**src/rtl/tdm_demux.sv**
```systemverilog
// TDM demultiplexer: routes a slot-multiplexed word stream into per-channel
// holding registers, tracking frame alignment through in_sof.
module tdm_demux #(
    parameter int WIDTH    = 8,
    parameter int CHANNELS = 4
) (
    input  logic                         clk,
    input  logic                         rst,
    input  logic [WIDTH-1:0]             in_data,
    input  logic                         in_valid,
    input  logic                         in_sof,
    output logic                         in_ready,
    output logic [CHANNELS*WIDTH-1:0]    ch_data,
    output logic [CHANNELS-1:0]          ch_valid,
    input  logic [CHANNELS-1:0]          ch_ack,
    output logic [$clog2(CHANNELS)-1:0]  slot,
    output logic [7:0]                   frame_cnt,
    output logic                         sync_err
);

    localparam int SW = $clog2(CHANNELS);
    localparam logic [SW-1:0] SLOT_FIRST = SW'(0);
    localparam logic [SW-1:0] SLOT_NEXT  = SW'(1);
    localparam logic [SW-1:0] SLOT_LAST  = SW'(CHANNELS - 1);

    localparam logic [0:0] ST_HUNT   = 1'b0;
    localparam logic [0:0] ST_LOCKED = 1'b1;

    logic [0:0]                  state_r;
    logic [SW-1:0]               slot_r;
    logic [7:0]                  frame_r;
    logic                        err_r;
    logic [CHANNELS-1:0]         valid_r;
    logic [CHANNELS*WIDTH-1:0]   data_r;

    logic                        ready_s;
    logic                        xfer_s;
    logic [0:0]                  state_n_s;
    logic [SW-1:0]               slot_n_s;
    logic [7:0]                  frame_n_s;
    logic                        err_n_s;
    logic                        wr_en_s;
    logic [SW-1:0]               wr_idx_s;

    // Space available in the addressed channel, or it is being drained this cycle.
    always_comb begin
        ready_s = ~valid_r[slot_r] | ch_ack[slot_r];
        xfer_s  = in_valid & ready_s;
    end

    // Framing state machine: decides where (and whether) an accepted word lands.
    always_comb begin
        state_n_s = state_r;
        slot_n_s  = slot_r;
        frame_n_s = frame_r;
        err_n_s   = 1'b0;
        wr_en_s   = 1'b0;
        wr_idx_s  = slot_r;
        if (xfer_s) begin
            case (state_r)
                ST_HUNT: begin
                    if (in_sof) begin
                        wr_en_s   = 1'b1;
                        wr_idx_s  = SLOT_FIRST;
                        slot_n_s  = SLOT_NEXT;
                        state_n_s = ST_LOCKED;
                    end else begin
                        state_n_s = ST_HUNT;
                    end
                end
                ST_LOCKED: begin
                    if (in_sof && (slot_r != SLOT_FIRST)) begin
                        // Early SOF: realign on this word, partial frame is abandoned.
                        err_n_s  = 1'b1;
                        wr_en_s  = 1'b1;
                        wr_idx_s = SLOT_FIRST;
                        slot_n_s = SLOT_NEXT;
                    end else if (!in_sof && (slot_r == SLOT_FIRST)) begin
                        err_n_s   = 1'b1;
                        state_n_s = ST_HUNT;
                    end else begin
                        wr_en_s  = 1'b1;
                        wr_idx_s = slot_r;
                        slot_n_s = slot_r + SLOT_NEXT;
                        if (slot_r == SLOT_LAST) begin
                            frame_n_s = frame_r + 8'd1;
                        end else begin
                            frame_n_s = frame_r;
                        end
                    end
                end
                default: begin
                    state_n_s = ST_HUNT;
                    slot_n_s  = SLOT_FIRST;
                end
            endcase
        end else begin
            state_n_s = state_r;
        end
    end

    // Control registers: state, slot pointer, frame counter and error pulse.
    always_ff @(posedge clk) begin
        if (rst) begin
            state_r <= ST_HUNT;
            slot_r  <= SLOT_FIRST;
            frame_r <= 8'd0;
            err_r   <= 1'b0;
        end else begin
            state_r <= state_n_s;
            slot_r  <= slot_n_s;
            frame_r <= frame_n_s;
            err_r   <= err_n_s;
        end
    end

    // Channel holding registers: a write wins over a same-cycle ack.
    always_ff @(posedge clk) begin
        if (rst) begin
            valid_r <= {CHANNELS{1'b0}};
            data_r  <= {(CHANNELS*WIDTH){1'b0}};
        end else begin
            for (int k = 0; k < CHANNELS; k++) begin
                if (wr_en_s && (wr_idx_s == SW'(k))) begin
                    valid_r[k]                <= 1'b1;
                    data_r[k*WIDTH +: WIDTH]  <= in_data;
                end else if (ch_ack[k]) begin
                    valid_r[k] <= 1'b0;
                end else begin
                    valid_r[k] <= valid_r[k];
                end
            end
        end
    end

    assign in_ready  = ready_s;
    assign ch_data   = data_r;
    assign ch_valid  = valid_r;
    assign slot      = slot_r;
    assign frame_cnt = frame_r;
    assign sync_err  = err_r;

endmodule

```
**config.mk**
```make
export PLATFORM = sky130hd
export DESIGN_NAME = tdm_demux
export DESIGN_NICKNAME = d
export VERILOG_FILES = /design/src/rtl/tdm_demux.sv
export SDC_FILE = /design/constraint.sdc
export NUM_CORES = 1
export LEC_CHECK = 0
export BUFFER_PORTS_ARGS = -buffer_cell sky130_fd_sc_hd__buf_2
export CAP_MARGIN = 0
export CORE_ASPECT_RATIO = 1.25
export CORE_MARGIN = 3
export CORE_UTILIZATION = 46
export DETAILED_ROUTE_END_ITERATION = 10
export PLACE_DENSITY_LB_ADDON = 0.08
export SYNTH_ARGS = -nofsm -noshare
export SYNTH_HDL_FRONTEND = slang
export SYNTH_SLANG_ARGS = --single-unit
```
**constraint.sdc**
```tcl
create_clock -name clk -period 1.9 [get_ports clk]
set_clock_uncertainty 0.05 [all_clocks]
set_input_delay 0.38 -clock clk [delete_from_list [all_inputs] [get_ports clk]]
set_output_delay 0.38 -clock clk [all_outputs]
set_load 0.05 [all_outputs]
```
# Word level (Yosys, flattened, before mapping)
# Cells that the tools add are included.
# op_classes
order_cmp	1
addsub	2
reduce_logical	17
muxes	27
div	0
shifts	0
bitwise_logic	7
mul	0
n_eq_ne	6
# op_table
op	n
two-way mux 1 bit	16
two-way mux 2 bit	6
nonzero test 2 bit	5
adder 8 x 1 -> 8 bit, second input constant	1
one-hot mux 2 bit (2 select lines)	2
== test 2 bit, second input constant	3
logical AND 1 bit	6
NOT 1 bit	5
AND reduction 5 bit	1
binary-select mux 1 bit (select 2 bit)	2
logical NOT 2 bit	2
less-than comparator 2 x 3 -> 1 bit, second input constant	1
inequality test 3 bit, second input constant	1
AND reduction 3 bit	1
OR reduction 3 bit	1
adder 2 x 1 -> 2 bit, second input constant	1
== test 2 x 1 -> 1 bit, second input constant	1
inequality test 2 bit, second input constant	1
one-hot mux 1 bit (2 select lines)	1
AND 1 bit	1
logical NOT 1 bit	1
OR 1 bit	1
# totals
rom_bits	0
latchBits	0
regBits	48
n_memories	0
ramBits	0

# Logic depth before layout (Yosys ltp)
# Gate-level depths: netlist of the first run.
# logic_depth
depth_word	9
ltp_mapped	9

# Worst setup path before layout of the first run
# Ideal clock, no wire load.
# synth_path
path_type	register to register
from	reg slot_r[0] (netlist: slot[0])
to	reg data_r[10] (netlist: ch_data[10])
arrival_time_ns	2.386
n_path_buf	2
path_stages_with_launch	10
slack_ns	-0.669
required_time_ns	1.717
cell_sequence	dfxtp_1 -> inv_1 -> ha_1 -> ha_1 -> nor2_1 -> nand4_1 -> clkbuf_1 -> a211o_2 -> clkbuf_1 -> mux2i_1
# synth_between
elab_chain_len	8
# synth_rtl
element	line	text
from (decl)	30	logic [SW-1:0] slot_r;
from (signal assigned)	111	slot_r <= slot_n_s;
binary-select mux 1 bit (select 2 bit)	47	ready_s = ~valid_r[slot_r] | ch_ack[slot_r];
two-way mux 1 bit (implied by the code)	47	
NOT 1 bit	47	
OR 1 bit	47	
AND 1 bit	48	xfer_s = in_valid & ready_s;
two-way mux 2 bit	59	if (xfer_s) begin
== test 2 x 1 -> 1 bit	124	if (wr_en_s && (wr_idx_s == SW'(k))) begin
logical AND 1 bit *	124	
to (signal assigned)	121	data_r <= {(CHANNELS*WIDTH){1'b0}};
to (signal, indexed assignment)	126	data_r[k*WIDTH +: WIDTH] <= in_data;
to (decl)	34	logic [CHANNELS*WIDTH-1:0] data_r;
# Every way passes the cells marked *; elsewhere a longest branch is shown, timed or not. The select of a mux whose other input is x is not followed.
# A chain may end at the register's enable or synchronous reset.

# Worst setup path in the final report of the first run
# layout_path
from	reg valid_r[0] (netlist: ch_valid[0])
to	out in_ready
# layout_between
elab_chain_len	4
# layout_rtl
element	line	text
from (decl)	33	logic [CHANNELS-1:0] valid_r;
from (signal assigned)	120	valid_r <= {CHANNELS{1'b0}};
from (signal, indexed assignment)	130	valid_r[k] <= valid_r[k];
binary-select mux 1 bit (select 2 bit)	47	
two-way mux 1 bit (implied by the code)	47	
NOT 1 bit	47	
OR 1 bit	47	
to (decl)	12	output logic in_ready,
# No other way between the ends. The select of a mux whose other input is x is not followed.

==> results of run 1 <==
==> area by class of cell <==
type | instances | area [sq um]
Tap cell | 58 | 72.6
Inverter | 8 | 41.3
Clock buffer | 6 | 93.8
Fill cell | 379 | 1430
Clock inverter | 1 | 30.0
Timing Repair Buffer | 95 | 591
Sequential cell | 48 | 983
Multi-Input combinational cell | 172 | 1290
==> cell families (layout without fill, tap and decap cells) <==
| group | Yosys count | count (layout) |
|---|---|---|
| AO/OA/AOI/OAI | 63 | 63 |
| multiplexers | 19 | 19 |
| buffers and inverters | 25 | 110 |
| flip-flops | 48 | 48 |
| AND/OR/NAND/NOR | 82 | 84 |
| adder cells (fa/ha/maj) | 6 | 6 |
==> layer usage <==
metal | up-vias | part of all wire [%] | track usage (%)
met5 | - | 0 | 0
met4 | 0 | 1.3 | 7.05
met1 | 960 | 44 | 25.6
met2 | 52 | 50 | 30.8
li1 | 1025 | - | -
met3 | 5 | 5.0 | 3.92
==> placed cells by master, fill, tap and decap left out, types with 4 or more instances in the layout <==
master / n
sky130_fd_sc_hd__nand2b_1: 29
sky130_fd_sc_hd__mux2i_1: 16
sky130_fd_sc_hd__clkbuf_8: 5
sky130_fd_sc_hd__nand4_1: 5
sky130_fd_sc_hd__inv_1: 5
sky130_fd_sc_hd__nand2_1: 5
sky130_fd_sc_hd__o21ai_1: 16
sky130_fd_sc_hd__dfxtp_4: 6
sky130_fd_sc_hd__buf_2: 63
sky130_fd_sc_hd__o21ai_0: 19
sky130_fd_sc_hd__or2_4: 4
sky130_fd_sc_hd__a21oi_1: 9
sky130_fd_sc_hd__nor2b_1: 21
sky130_fd_sc_hd__buf_6: 4
sky130_fd_sc_hd__buf_4: 26
sky130_fd_sc_hd__dfxtp_1: 42
==> registers in the layout, summed over array words and instances (netlist names) <==
signal and flops:
sync_err 1, frame_cnt 8, ch_valid 4, slot 2, ch_data 32, state_r 1
==> worst max-delay path, cell delays in order (launching register included) <==
cell                         delay (ns)
sky130_fd_sc_hd__dfxtp_4           0.35
sky130_fd_sc_hd__nor2b_4           0.11
sky130_fd_sc_hd__mux4_2            0.49
sky130_fd_sc_hd__buf_6             0.15
sky130_fd_sc_hd__clkinvlp_4        0.07
sky130_fd_sc_hd__buf_8             0.14
==> power by group <==
group | internal, uW | switching [uW]
Clock | 465 | 332
Combinational | 113 | 171
Sequential | 1020 | 13.9
Total | 1590 | 518
==> worst max-delay path by stage <==
stage,slack [ns],endpoint,from
finish,-0.13,in_ready,ch_valid[0]$_SDFFE_PP0P_
detailed placement,-0.05,frame_cnt[5]$_SDFFE_PP0P_,ch_ack[0]
global route,-0.18,in_ready,ch_valid[0]$_SDFFE_PP0P_
global placement,-0.03,frame_cnt[5]$_SDFFE_PP0P_,ch_ack[0]
floorplan,-0.03,ch_data[10]$_SDFFE_PP0P_,slot[0]$_SDFFE_PP0P_
CTS,-0.14,in_ready,ch_valid[2]$_SDFFE_PP0P_
==> what timing repair did <==
item                       4_1_cts  5_1_grt
setup buffers                    1        8
hold buffers                     0        0
pin swaps                        0       11
setup endpoints to repair        1       40
cloned                           0        4
gates resized for setup          5       38
==> per-stage QoR <==
stage               hold slack [ns]  instances  setup WS, ns  util, %  power, uW
floorplan                     0.497        243       -0.0350        -       1230
global placement              0.409        368       -0.0276     61.4       1310
detailed placement            0.414        368       -0.0518     61.4       1310
CTS                           0.290        376        -0.137     64.7       2110
global route                  0.307        388        -0.178     68.5       2190
finish                        0.292        388        -0.131     68.5       2110
==> load_flow_metrics.sql, run 1 <==
INSERT INTO impl_metrics (metric_group, metric, value, unit) VALUES
('status', 'run_status', 'complete, but fails checks', ''),
('status', 'failed_checks', 'negative setup slack', ''),
('yosys', 'syn_avg_cell_area', '9.06', 'sq um'),
('sta', 'finalHoldViolCount', '0', ''),
('global_routing', 'grt_antenna_before_repair', '0', ''),
('setup_path', 'worstRegToRegCells', '5', ''),
('cts', 'tritoncts', 'yes', ''),
('routing', 'finalWirelength', '5520', 'um'),
('die', 'coreArea', '0.00453', 'sq mm'),
('global_routing', 'vias_in_the_first_global_route', '1818', ''),
('sta', 'timing.final.crit_share', '107', '%'),
('placed_design', 'place.port_buffers', '63', ''),
('yosys', 'synth_compound_area_share', '16.2', '%'),
('yosys', 'synth_simple_gate_area_share', '22.8', '%'),
('routing', 'detailed_route_via_count', '2042', ''),
('placed_design', 'finalWeightedCongestion', '0.774', ''),
('placed_design', 'half_perimeter_wire_length_of_the_detailed_placement_result', '3620', 'um'),
('die', 'top_level_ports', '64', ''),
('yosys', 'synthMuxAreaShare', '9.27', '%'),
('global_routing', 'first_pass_grt_wire_length', '8610', 'um'),
('cts', 'clk_latency', '0.30', 'ns'),
('pwr', 'power.density', '681', 'mW/mm^2'),
('cts', 'h_tree_levels', '2', ''),
('setup_path', 'critical_path_class', 'reg -> out', ''),
('hold_path', 'whs_endpoint', 'ch_valid[1]$_SDFFE_PP0P_', ''),
('final_layout', 'post_route_cell_area', '0.00310', 'sq mm'),
('sta', 'final.setup.worst_slack', '-0.131', 'ns'),
('pwr', 'power_leakage', '0.00138', 'uW'),
('yosys', 'synth.yosys.seq_area_share', '43.7', '%'),
('cts', 'cts-buffers-inserted', '5', ''),
('routing', 'detail_route.first_pass.iterations', '6', ''),
('cts', 'cts.clk_slew.worst_paths', '0.08', 'ns'),
('yosys', 'ys_async_rst_share', '0', '%'),
('sta', 'final_setup_fails', '4', ''),
('routing', 'drc', '0', ''),
('global_routing', 'groute.usage.overall', '19.4', '%'),
('yosys', 'yosys-top-cells-area', 'sky130_fd_sc_hd__dfxtp_1 44%, sky130_fd_sc_hd__nand2b_1 8.2%, sky130_fd_sc_hd__o21ai_0 8.2%', ''),
('setup_path', 'worst_setup_path_end_kind', 'output pin', ''),
('yosys', 'synth_cells', '243', ''),
('pwr', 'ir_drop_worst_vdd', '0.420', 'mV'),
('global_routing', 'gr-total-overflow', '0', ''),
('routing', 'postRouteAntennaNets', '0', ''),
('setup_path', 'reg2reg_from', 'ch_valid[0]$_SDFFE_PP0P_', ''),
('sta', 'fmax', '0.492', 'GHz'),
('sta', 'timing_worst_slew_pin_value', '0.401', 'ns'),
('placed_design', 'placed_area', '0.00278', 'sq mm'),
('yosys', 'synth-seq-cells', '48', ''),
('yosys', 'adder_and_majority_cell_fraction_of_the_synthesized_area', '3.41', '%'),
('hold_path', 'worst_hold_path.num_cells', '3', ''),
('yosys', 'yosys_top_cell_area_share', '43.7', '%'),
('cts', 'cts-root-buf', 'sky130_fd_sc_hd__clkbuf_8', ''),
('setup_path', 'crit_fanout', '2', ''),
('setup_path', 'startpoint_type', 'flip-flop', ''),
('setup_path', 'worst-endpoint-arrival', '1.60', 'ns'),
('sta', 'grt_setup_unrepaired', 'yes', ''),
('yosys', 'yosys_warnings', '0', ''),
('die', 'std_cell_rows', '27', ''),
('global_routing', 'pin_count_of_the_biggest_net_entering_global_routing', '59', ''),
('routing', 'drt_iter0_drc', '140', ''),
('final_layout', 'post_route_cells_drive_above_1_share', '41.8', '%'),
('cts', 'clkSinkCount', '48', ''),
('setup_path', 'worst-r2r-setup-slack', '-0.04', 'ns'),
('cts', 'clockBufferDepth', '2', ''),
('final_layout', 'antenna_cells', '0', ''),
('die', 'chipWidth', '67.9', 'um'),
('sta', 'final-max-slew-violation-count', '0', ''),
('setup_path', 'critPathRequiredTime', '1.47', 'ns'),
('yosys', 'synth_area_leader_cell', 'sky130_fd_sc_hd__dfxtp_1', ''),
('yosys', 'synth_common_cells', '48 x sky130_fd_sc_hd__dfxtp_1, 36 x sky130_fd_sc_hd__o21ai_0, 29 x sky130_fd_sc_hd__nand2b_1, 23 x sky130_fd_sc_hd__nor2b_1, 17 x sky130_fd_sc_hd__mux2i_1', ''),
('die', 'chipHeight', '83.3', 'um'),
('yosys', 'netlist_area', '0.00220', 'sq mm');
(Power assumes the default switching activity.)
==> run 2, diff against run 1 <==
- CORE_UTILIZATION: 46 -> 55
- clock period: 1.9 -> 2.6 ns (I/O delays scaled with it)
==> load_flow_metrics.sql, run 2 (synthesis gave the netlist of run 1 again) <==
INSERT INTO impl_metrics (metric_group, metric, value, unit) VALUES
('status', 'run_status', 'finished clean', ''),
('die', 'std_cell_rows', '25', ''),
('pwr', 'fraction_of_power_spent_switching_nets', '27.1', '%'),
('die', 'chipWidth', '62.6', 'um'),
('routing', 'drc', '0', ''),
('global_routing', 'groute.usage.overall', '21.4', '%'),
('sta', 'final_setup_fails', '0', ''),
('job', 'maxCapViolCount', '0', ''),
('setup_path', 'crit_path_top_delay_cell', 'sky130_fd_sc_hd__mux4_2', ''),
('final_layout', 'antenna_cells', '0', ''),
('hold_path', 'min-delay-path-class', 'reg -> reg', ''),
('cts', 'postCtsSetupRepairBufs', '0', ''),
('setup_path', 'worst_setup_path_end_kind', 'output pin', ''),
('final_layout', 'most_frequent_standard_cell_in_the_layout_excluding_fill_and_tap_cells', 'sky130_fd_sc_hd__buf_2', ''),
('global_routing', 'grt_antenna_before_repair', '0', ''),
('routing', 'drt_iter0_drc', '161', ''),
('final_layout', 'post_route_cells_drive_above_1_share', '28.1', '%'),
('placed_design', 'half_perimeter_wire_length_of_the_detailed_placement_result', '3580', 'um'),
('cts', 'cts-root-buf', 'sky130_fd_sc_hd__clkbuf_8', ''),
('cts', 'h_tree_levels', '2', ''),
('setup_path', 'worst-endpoint-arrival', '1.70', 'ns'),
('pwr', 'power_frac_seq', '55.4', '%'),
('cts', 'clkSinkCount', '48', ''),
('die', 'chipHeight', '76.7', 'um'),
('global_routing', 'first_pass_grt_wire_length', '8400', 'um'),
('final_layout', 'syn_to_final_growth', '21.0', '%'),
('routing', 'detailed_route_via_count', '1945', ''),
('setup_path', 'cp_cell_sequence', 'nor2b_1, mux4_2, inv_1, buf_2', ''),
('routing', 'detail_route.first_pass.iterations', '4', ''),
('sta', 'fmax', '0.441', 'GHz'),
('cts', 'clk_latency', '0.30', 'ns'),
('final_layout', 'final_nets', '327', ''),
('final_layout', 'final-instance-count-excl-fill', '360', ''),
('setup_path', 'critical-path-max-stage-delay', '0.50', 'ns'),
('sta', 'min_period', '2.27', 'ns'),
('pwr', 'p_comb_share', '12.2', '%'),
('global_routing', 'gr-total-overflow', '0', ''),
('sta', 'slew_headroom', '64.2', '%'),
('global_routing', 'pin_count_of_the_biggest_net_entering_global_routing', '34', ''),
('routing', 'routed_via_density', '5.40', ''),
('sta', 'final-max-slew-violation-count', '0', ''),
('cts', 'cts.clk_slew.worst_paths', '0.09', 'ns'),
('setup_path', 'crit_fanout', '4', ''),
('setup_path', 'critPathRequiredTime', '2.03', 'ns'),
('pwr', 'ir_drop_worst_vdd', '0.387', 'mV'),
('pwr', 'power.density', '512', 'mW/mm^2'),
('placed_design', 'place_inst', '352', ''),
('cts', 'cts-buffers-inserted', '5', ''),
('cts', 'clockBufferDepth', '2', ''),
('placed_design', 'place.port_buffers', '63', ''),
('pwr', 'power_leakage', '0.00121', 'uW'),
('die', 'top_level_ports', '64', ''),
('setup_path', 'critical_path_class', 'reg -> out', ''),
('pwr', 'p_sw', '369', 'uW'),
('cts', 'cts-hold-fix-buffers', '0', ''),
('sta', 'timing_worst_slew_pin_value', '0.536', 'ns'),
('setup_path', 'startpoint_type', 'flip-flop', ''),
('sta', 'finalHoldViolCount', '0', ''),
('cts', 'tritoncts', 'yes', ''),
('final_layout', 'mostFrequentLayoutCells', '63 x sky130_fd_sc_hd__buf_2, 48 x sky130_fd_sc_hd__dfxtp_1, 36 x sky130_fd_sc_hd__o21ai_0, 29 x sky130_fd_sc_hd__nand2b_1, 23 x sky130_fd_sc_hd__nor2b_1', ''),
('cts', 'postCtsResizedCells', '0', ''),
('routing', 'finalWirelength', '4960', 'um'),
('pwr', 'internal-power', '994', 'uW'),
('die', 'initial_utilization', '57.7', '%'),
('routing', 'drt-wirelength-per-cell', '13.8', 'um'),
('sta', 'grt_setup_unrepaired', 'no', ''),
('global_routing', 'vias_in_the_first_global_route', '1842', ''),
('routing', 'postRouteAntennaNets', '0', ''),
('pwr', 'power_frac_clock', '32.4', '%'),
('sta', 'timing.final.crit_share', '87.2', '%'),
('die', 'die_area', '0.00480', 'sq mm'),
('die', 'coreArea', '0.00382', 'sq mm'),
('sta', 'total_neg_setup_slack', '0', 'ns'),
('final_layout', 'largest_register_ff_count', '32', ''),
('placed_design', 'finalWeightedCongestion', '0.863', '');
## run 2: routing by layer
metal  up-vias  GRT usage [%]  wire [um]
li1        966              -          -
met1       933           25.7       2190
met2        40           37.4       2500
met3         6           4.54        207
met4         0           7.95         60
met5         -              0          0
## run 2: final timing paths
kind	from	to	slack, ns	depth (start not counted)
min reg2reg	ch_data[8]$_SDFFE_PP0P_	ch_data[8]$_SDFFE_PP0P_	0.43	2
min	ch_data[8]$_SDFFE_PP0P_	ch_data[8]$_SDFFE_PP0P_	0.43	2
max reg2reg	slot[0]$_SDFFE_PP0P_	ch_data[21]$_SDFFE_PP0P_	0.48	8
max	ch_valid[2]$_SDFFE_PP0P_	in_ready	0.33	4
## run 2: critical path: cells and delay by family (launching register included)
kind | cells | cell delay [ns]
buffers and inverters | 2 | 0.42
flip-flops | 1 | 0.34
multiplexers | 1 | 0.50
AND/OR/NAND/NOR | 1 | 0.13
## run 2: power groups by stage
stage / clock network, uW / registers, uW / logic [uW]
final: 441 / 756 / 166
after global routing: 476 / 758 / 178
after CTS: 452 / 756 / 166
after detailed placement: 0 / 773 / 166
after global placement: 0 / 773 / 164
after floorplan: 0 / 813 / 77.8
## run 2: layout make-up
class / instances / area (sq um)
Clock inverter: 1 / 8.76
Clock buffer: 7 / 76.3
Sequential cell: 48 / 961
Timing Repair Buffer: 72 / 383
Fill cell: 361 / 1150
Inverter: 8 / 30.0
Tap cell: 54 / 67.6
Multi-Input combinational cell: 170 / 1140
## run 2: metrics by stage
stage | utilization (%) | worst slack, ns | total power (uW) | instance area [sq um] | hold WS (ns)
global placement | 67.6 | 0.406 | 936 | 2580 | 0.410
floorplan | - | 0.0314 | 891 | 2200 | 0.602
detailed placement | 67.6 | 0.371 | 939 | 2580 | 0.421
finish | 69.8 | 0.333 | 1360 | 2660 | 0.430
CTS | 69.8 | 0.335 | 1370 | 2660 | 0.434
global route | 69.8 | 0.271 | 1410 | 2660 | 0.436
